===== config.mk =====
export PLATFORM = sky130hd
export DESIGN_NAME = button_reader
export DESIGN_NICKNAME = d
export VERILOG_FILES = /design/src/rtl/button_reader.sv
export SDC_FILE = /design/constraint.sdc
export NUM_CORES = 1
export LEC_CHECK = 0
export BUFFER_PORTS_ARGS = -buffer_cell sky130_fd_sc_hd__clkbuf_2
export CORE_ASPECT_RATIO = 1.25
export CORE_MARGIN = 2
export CORE_UTILIZATION = 30
export CTS_CLUSTER_SIZE = 30
export DETAILED_ROUTE_END_ITERATION = 7
export HOLD_SLACK_MARGIN = 0.06
export RECOVER_POWER = 25
export SYNTH_ARGS = -nofsm -noshare
export SYNTH_HDL_FRONTEND = slang
export SYNTH_SLANG_ARGS = --single-unit

===== constraint.sdc =====
create_clock -name clk -period 2.3 [get_ports clk]
set_clock_uncertainty 0.1 [all_clocks]
set_input_delay 0.345 -clock clk [delete_from_list [all_inputs] [get_ports clk]]
set_output_delay 0.345 -clock clk [all_outputs]
set_load 0.01 [all_outputs]

===== src/rtl/button_reader.sv =====
// Front-panel button input peripheral for the picorv32 native memory bus.
// Each button is synchronized, debounced into a live level, and its presses
// are latched as sticky events that the CPU can poll, clear or take as an
// interrupt.
//
// Register map (word address reg_addr):
//   0 STATE  RO   debounced button levels
//   1 EVENT  W1C  sticky press events (byte-lane 0 strobe only)
//   2 IRQEN  RW   interrupt mask for EVENT (byte-lane 0 strobe only)
//   3 --     reads 0, writes ignored
module button_reader #(
  parameter int N_BUTTONS       = 2,
  parameter int DEBOUNCE_CYCLES = 125000,
  parameter int CNT_W           = 17
) (
  input  logic                 clk,
  input  logic                 resetn,
  input  logic [N_BUTTONS-1:0] buttons_i,
  input  logic                 reg_sel,
  input  logic [1:0]           reg_addr,
  input  logic [3:0]           reg_wstrb,
  input  logic [31:0]          reg_wdata,
  output logic [31:0]          reg_rdata,
  output logic                 reg_ready,
  output logic                 irq
);

  typedef enum logic {
    IDLE = 1'b0,
    ACK  = 1'b1
  } bus_state_t;

  localparam logic [1:0]       ADDR_STATE = 2'd0;
  localparam logic [1:0]       ADDR_EVENT = 2'd1;
  localparam logic [1:0]       ADDR_IRQEN = 2'd2;
  localparam logic [CNT_W-1:0] CNT_LAST   = CNT_W'(DEBOUNCE_CYCLES - 1);

  logic [N_BUTTONS-1:0] sync_q1;
  logic [N_BUTTONS-1:0] sync_q2;
  logic [N_BUTTONS-1:0] state_q;
  logic [N_BUTTONS-1:0] state_dly;
  logic [N_BUTTONS-1:0] event_q;
  logic [N_BUTTONS-1:0] mask_q;
  logic [N_BUTTONS-1:0] press;
  logic [N_BUTTONS-1:0] event_clr;
  logic [CNT_W-1:0]     cnt_q [N_BUTTONS];

  bus_state_t           bus_state;
  bus_state_t           bus_next;
  logic                 bus_accept;
  logic                 wr_event;
  logic                 wr_mask;
  logic [31:0]          rdata_mux;

  // Upper write-data bits and strobes 3..1 address no storage.
  logic                 unused_wr_bits;
  assign unused_wr_bits = &{1'b0, reg_wdata[31:N_BUTTONS], reg_wstrb[3:1]};

  // Two-flop synchronizer for the asynchronous button pins.
  always_ff @(posedge clk) begin
    // NOTE: every clocked block uses non-blocking assignments so all flops
    // sample their inputs from before the edge, independent of block order.
    if (!resetn) begin
      sync_q1 <= '0;
      sync_q2 <= '0;
    end else begin
      sync_q1 <= buttons_i;
      sync_q2 <= sync_q1;
    end
  end

  // Debounce: a synchronized level that differs from the accepted level for
  // DEBOUNCE_CYCLES consecutive cycles becomes the new accepted level.
  always_ff @(posedge clk) begin
    if (!resetn) begin
      state_q <= '0;
      // NOTE: the counter array is plain flops, not a RAM, and is cleared so
      // that a reset in the middle of a debounce window discards the progress.
      for (int i = 0; i < N_BUTTONS; i++) begin
        cnt_q[i] <= '0;
      end
    end else begin
      for (int i = 0; i < N_BUTTONS; i++) begin
        if (sync_q2[i] == state_q[i]) begin
          cnt_q[i] <= '0;
        end else if (cnt_q[i] == CNT_LAST) begin
          state_q[i] <= sync_q2[i];
          cnt_q[i]   <= '0;
        end else begin
          cnt_q[i] <= cnt_q[i] + CNT_W'(1);
        end
      end
    end
  end

  // A press is a 0->1 step of the debounced level; releases are not recorded.
  assign press = state_q & ~state_dly;

  // Bus handshake: accept in IDLE, acknowledge for exactly one cycle in ACK.
  always_ff @(posedge clk) begin
    if (!resetn) begin
      bus_state <= IDLE;
    end else begin
      bus_state <= bus_next;
    end
  end

  // Next-state and handshake outputs for the bus FSM.
  always_comb begin
    // NOTE: defaults first, so no path through the case leaves a signal
    // unassigned and no latch is inferred.
    bus_next   = bus_state;
    bus_accept = 1'b0;
    reg_ready  = 1'b0;
    case (bus_state)
      IDLE: begin
        if (reg_sel) begin
          bus_next   = ACK;
          bus_accept = 1'b1;
        end
      end
      ACK: begin
        reg_ready = 1'b1;
        bus_next  = IDLE;
      end
      default: bus_next = IDLE;
    endcase
  end

  assign wr_event = bus_accept && reg_wstrb[0] && (reg_addr == ADDR_EVENT);
  assign wr_mask  = bus_accept && reg_wstrb[0] && (reg_addr == ADDR_IRQEN);

  // W1C clear mask for the event register, active only on an accepted write.
  always_comb begin
    event_clr = '0;
    if (wr_event) begin
      event_clr = reg_wdata[N_BUTTONS-1:0];
    end
  end

  // Read data selection; unused bits and address 3 read as zero.
  always_comb begin
    rdata_mux = '0;
    case (reg_addr)
      ADDR_STATE: rdata_mux[N_BUTTONS-1:0] = state_q;
      ADDR_EVENT: rdata_mux[N_BUTTONS-1:0] = event_q;
      ADDR_IRQEN: rdata_mux[N_BUTTONS-1:0] = mask_q;
      default:    rdata_mux = '0;
    endcase
  end

  // Sticky events (a new press beats a simultaneous clear), mask, and irq.
  always_ff @(posedge clk) begin
    if (!resetn) begin
      state_dly <= '0;
      event_q   <= '0;
      mask_q    <= '0;
      irq       <= 1'b0;
    end else begin
      state_dly <= state_q;
      event_q   <= (event_q & ~event_clr) | press;
      if (wr_mask) begin
        mask_q <= reg_wdata[N_BUTTONS-1:0];
      end
      irq <= |(event_q & mask_q);
    end
  end

  // Read data is captured at accept, held through ACK, and zero when idle.
  always_ff @(posedge clk) begin
    if (!resetn) begin
      reg_rdata <= '0;
    end else if (bus_accept) begin
      reg_rdata <= rdata_mux;
    end else if (bus_state == IDLE) begin
      reg_rdata <= '0;
    end
  end

endmodule


# After elaboration in Yosys (flattened, before gate mapping)
# Memories as Yosys holds them, arrays and structs flattened.
# Cells that the tools add are included.
totals:
  output_inout_bits: 34
  ram_bits: 34
  n_memories: 1
  inputBits: 43
  ff_bits: 16
memory_table:
  columns: ["name", "words", "width", "rd", "rd_clocked_by_memory_dff", "wr", "line_no", "rtl"]
  rows:
  - ["cnt_q", 2, 17, 2, 0, 2, "46", "logic [CNT_W-1:0] cnt_q [N_BUTTONS];"]
classes:
  mux: 37
  eq_ne: 7
  n_reduce_logical: 7
  n_addsub: 2
  n_bitwise: 15
ops:
  columns: ["op", "n"]
  rows:
  - ["$mux W17", 6]
  - ["$add A17 B1 Y17 const B", 2]
  - ["$eq A17 B17 Y1 const B", 2]
  - ["$mux W1", 26]
  - ["$and A2 B2 Y2", 3]
  - ["$mux W2", 3]
  - ["$or A1 B1 Y1", 6]
  - ["$pmux W2 S3", 1]
  - ["$not A2 Y2", 2]
  - ["$reduce_and A2 Y1", 2]
  - ["$logic_and A1 B1 Y1", 3]
  - ["$not A1 Y1", 3]
  - ["$eq A1 B1 Y1", 2]
  - ["$eq A2 B1 Y1 const B", 1]
  - ["$eq A2 B2 Y1 const B", 1]
  - ["$logic_not A2 Y1", 1]
  - ["$ne A2 B1 Y1 const B", 1]
  - ["$or A2 B2 Y2", 1]
  - ["$pmux W1 S2", 1]
  - ["$reduce_or A2 Y1", 1]

# Logic depth before layout (Yosys ltp)
logic_depth:
  ltp_word: 8
  depth_mapped: 6
  depth_no_buf: 5

# Worst setup path after synthesis
# OpenSTA, ideal clock, no wires.
synth_timing:
  kind: "reg-to-reg"
  from: "memory cnt_q[1][0]"
  to: "memory cnt_q[1][16] (data pin)"
  setup_ps: 149
  synth_period_minus_slack_ps: 1924
  arrival_time_ps: 1675
  path_slack_ps: 376
  stages_incl_launch_ff: 6
  path_buffers: 0
  required_time_ps: 2051
  cell_sequence: "edfxtp_1 > ha_1 > nand2_2 > or3_1 > or4_1 > a21oi_1"
synth_lines:
  columns: ["item", "line_no"]
  rows:
  - ["from (decl)", "46"]

==> results.py <==
metrics = {
    "synthesis": {
        "synthesis.yosys.warnings": 0,
        "synth_edf_count": 34,
        "postSynthRegisterBits": 50,
        "syn_area_um2": 2670,
        "synth.area.top_cells": "edfxtp_1, dfxtp_1, buf_4, xnor2_1, nor2_1",
        "ys_async_sr_fraction_pct": 0,
        "ys_seq_area_share_pct": 50.2,
        "synth_top_area_share_pct": 38.2,
        "netlist.top_cell.by_area": "edfxtp_1",
        "synth_flop_cell": "edfxtp_1",
        "gate_count_post_synth": 261,
        "synth_cell_types": 38,
        "syn_area_per_cell_um2": 10.2,
    },
    "clock_tree": {
        "ctsLongestPathBuffers": 2,
        "post_cts.repair.setup_buffers": 0,
        "cts-resized-gates": 0,
        "clk_pin_slew_worst_paths_ps": 100,
        "clock_tree.root_cell": "clkbuf_8",
        "cts_max_level": 2,
        "cts_inserted_buffers": 5,
        "clock-sinks": 50,
        "tritoncts_clock_tree": "built",
        "insertion_delay_ps": 310,
        "ctsHoldBuffers": 0,
    },
    "final_layout": {
        "final-seq-area_um2": 1340,
        "ratio_of_cells_with_drive_above_1_in_the_final_layout_pct": 9.24,
        "footprint_of_the_multi_input_gates_um2": 1290,
        "num_antenna_cells": 0,
        "layout.nets": 358,
        "fillCellCount": 917,
        "layout_common_cells": "conb_1, edfxtp_1, nor2_1",
        "finalInstanceArea_um2": 3000,
        "area_growth_pct": 12.5,
        "layout.cells.most_common": "conb_1",
    },
    "worst_hold_path": {
        "min-delay-path-class": "primary input to register",
    },
    "sta": {
        "final_period_minus_worst_setup_slack_ps": 2090,
        "report.final.setup_viol": 0,
        "final.period_utilization_pct": 90.7,
        "worst_slew_pin_slew_ps": 688,
        "grt_setup_unrepaired": "no",
        "max_slew_margin_pct": 54.1,
        "drv_slew": 0,
        "maximum_frequency_from_static_timing_analysis_ghz": 0.479,
        "setup-tns-final_ps": 0,
        "timing.final.hold_violations": 0,
    },
    "route": {
        "drc": 0,
        "wl_per_cell_um": 9.67,
        "dr_total_vias": 1806,
        "drt_first_pass_iters": 4,
        "drt-vias-per-instance": 4.16,
        "starting_drc_count_in_detailed_routing": 68,
        "drtAntennaViolNets": 0,
        "wirelength_mm": 4.20,
    },
    "pwr": {
        "power_leakage_nw": 1.10,
        "power.ir.vdd_worst_mv": 0.245,
        "power_density_nw_per_um2": 557,
    },
    "run_status": {
        "run_status": "finished clean",
    },
    "die": {
        "floorplan.rows": 38,
        "io-pin-count": 77,
        "initial_core_util_pct": 30.9,
        "dieWidth_um": 88.4,
        "die_h_um": 109,
        "die-area_um2": 9680,
        "core_um2": 8650,
    },
    "worst_setup_path": {
        "cp_data_required_time_ps": 2360,
        "timing.setup.critical_path_class": "register to register",
        "start_kind": "register",
        "critPathMaxFanout": 5,
        "cp.arrival_ps": 2150,
        "critPathCaptureType": "register",
    },
    "global_route": {
        "global_route_total_overflow": 0,
        "grt_max_degree": 21,
        "number_of_global_route_vias_before_repair": 1677,
        "grt_util_all_layers_pct": 9.26,
        "number_of_antenna_violations_at_the_first_check_in_global_routing": 0,
        "grt_first_pass_wirelength_mm": 7.13,
    },
    "job": {
        "maxCapViolations": 0,
    },
    "placement": {
        "place.port_buffers": 13,
        "dp.final_hpwl_mm": 3.09,
        "place_congestion": 0.766,
        "detailed_place.area_um2": 2910,
    },
}
==> through the flow <==
step	worst slack [ps]	utilization [%]	hold WS, ps	power, mW	instances
after floorplan	376	-	312	1.15	323
final	214	34.7	133	1.67	434
after CTS	195	34.8	124	1.70	434
after global placement	255	33.6	321	1.14	426
after detailed placement	227	33.6	323	1.15	426
after global routing	119	34.7	125	1.76	434
==> sequential cells by signal (all words and copies together), names as in the netlist <==
name / flops
irq: 1
reg_rdata: 2
state_q: 2
cnt_q: 34
event_q: 2
mask_q: 2
sync_q1: 2
state_dly: 2
sync_q2: 2
bus_state: 1
==> synth_stat cells, types with 7 or more instances <==
library cell and instances:
xnor2_1 19, nand4_1 7, xor2_1 8, nand2_1 12, edfxtp_1 34, nor2_1 31
and2_1 7, dfxtp_1 16, inv_1 8, nor4_1 9, nor2b_1 9, buf_4 30
nand3_1 14
==> routing by layer <==
metal  vias up  track usage [%]  share of wire, %
met1       834             11.1                47
met5         -                0                 0
met4         0             3.90               2.0
met2        28             15.1                48
li1        936                -                 -
met3         8             3.08               3.8
==> critical path: stages (launching register included) <==
cell and delay [ps]:
edfxtp_1 400, ha_1 290, nand2_2 130, or3_1 370, or4_1 500, a21oi_1 150
==> power by group <==
group | switching (mW) | leakage [nW] | total [mW] | internal, mW
Sequential | 0.0328 | 0.481 | 1.02 | 0.989
Clock | 0.319 | 0.0502 | 0.545 | 0.226
Combinational | 0.0669 | 0.570 | 0.104 | 0.0373
==> path summary, 6_finish.rpt <==
path                        startpoint                    endpoint  slack (ps)  cells past startpoint
min                       buttons_i[0]       sync_q1[0]$_SDFF_PN0_         130                      2
max reg2reg  cnt_q[1][0]$_SDFFCE_PN0P_  cnt_q[1][16]$_SDFFCE_PN0P_         210                      5
max          cnt_q[1][0]$_SDFFCE_PN0P_  cnt_q[1][16]$_SDFFCE_PN0P_         210                      5
min reg2reg      sync_q1[1]$_SDFF_PN0_       sync_q2[1]$_SDFF_PN0_         340                      1
==> final cells by class <==
| type | instances | share of cell area (%) |
|---|---|---|
| inverters | 8 | 1.00 |
| clock buffers | 5 | 2.29 |
| well taps | 120 | 5.00 |
| multi-input cells | 230 | 42.8 |
| repair buffers | 18 | 3.25 |
| clock inverters | 3 | 0.958 |
| flip-flops and latches | 50 | 44.7 |
==> cell families (layout without fill, tap and decap cells) <==
family          after synthesis  in the layout  share of synthesized area [%]
mux                           4              4                           1.50
other cells                   2             64                          0.281
buf+inv                      43             34                           10.3
simple gates                112            112                           22.4
fa+ha+maj                     2              2                          0.937
compound gates               21             21                           5.48
flops                        50             50                           50.2
xor+xnor                     27             27                           8.86
No activity file was read; power rests on OpenSTA's default activity.
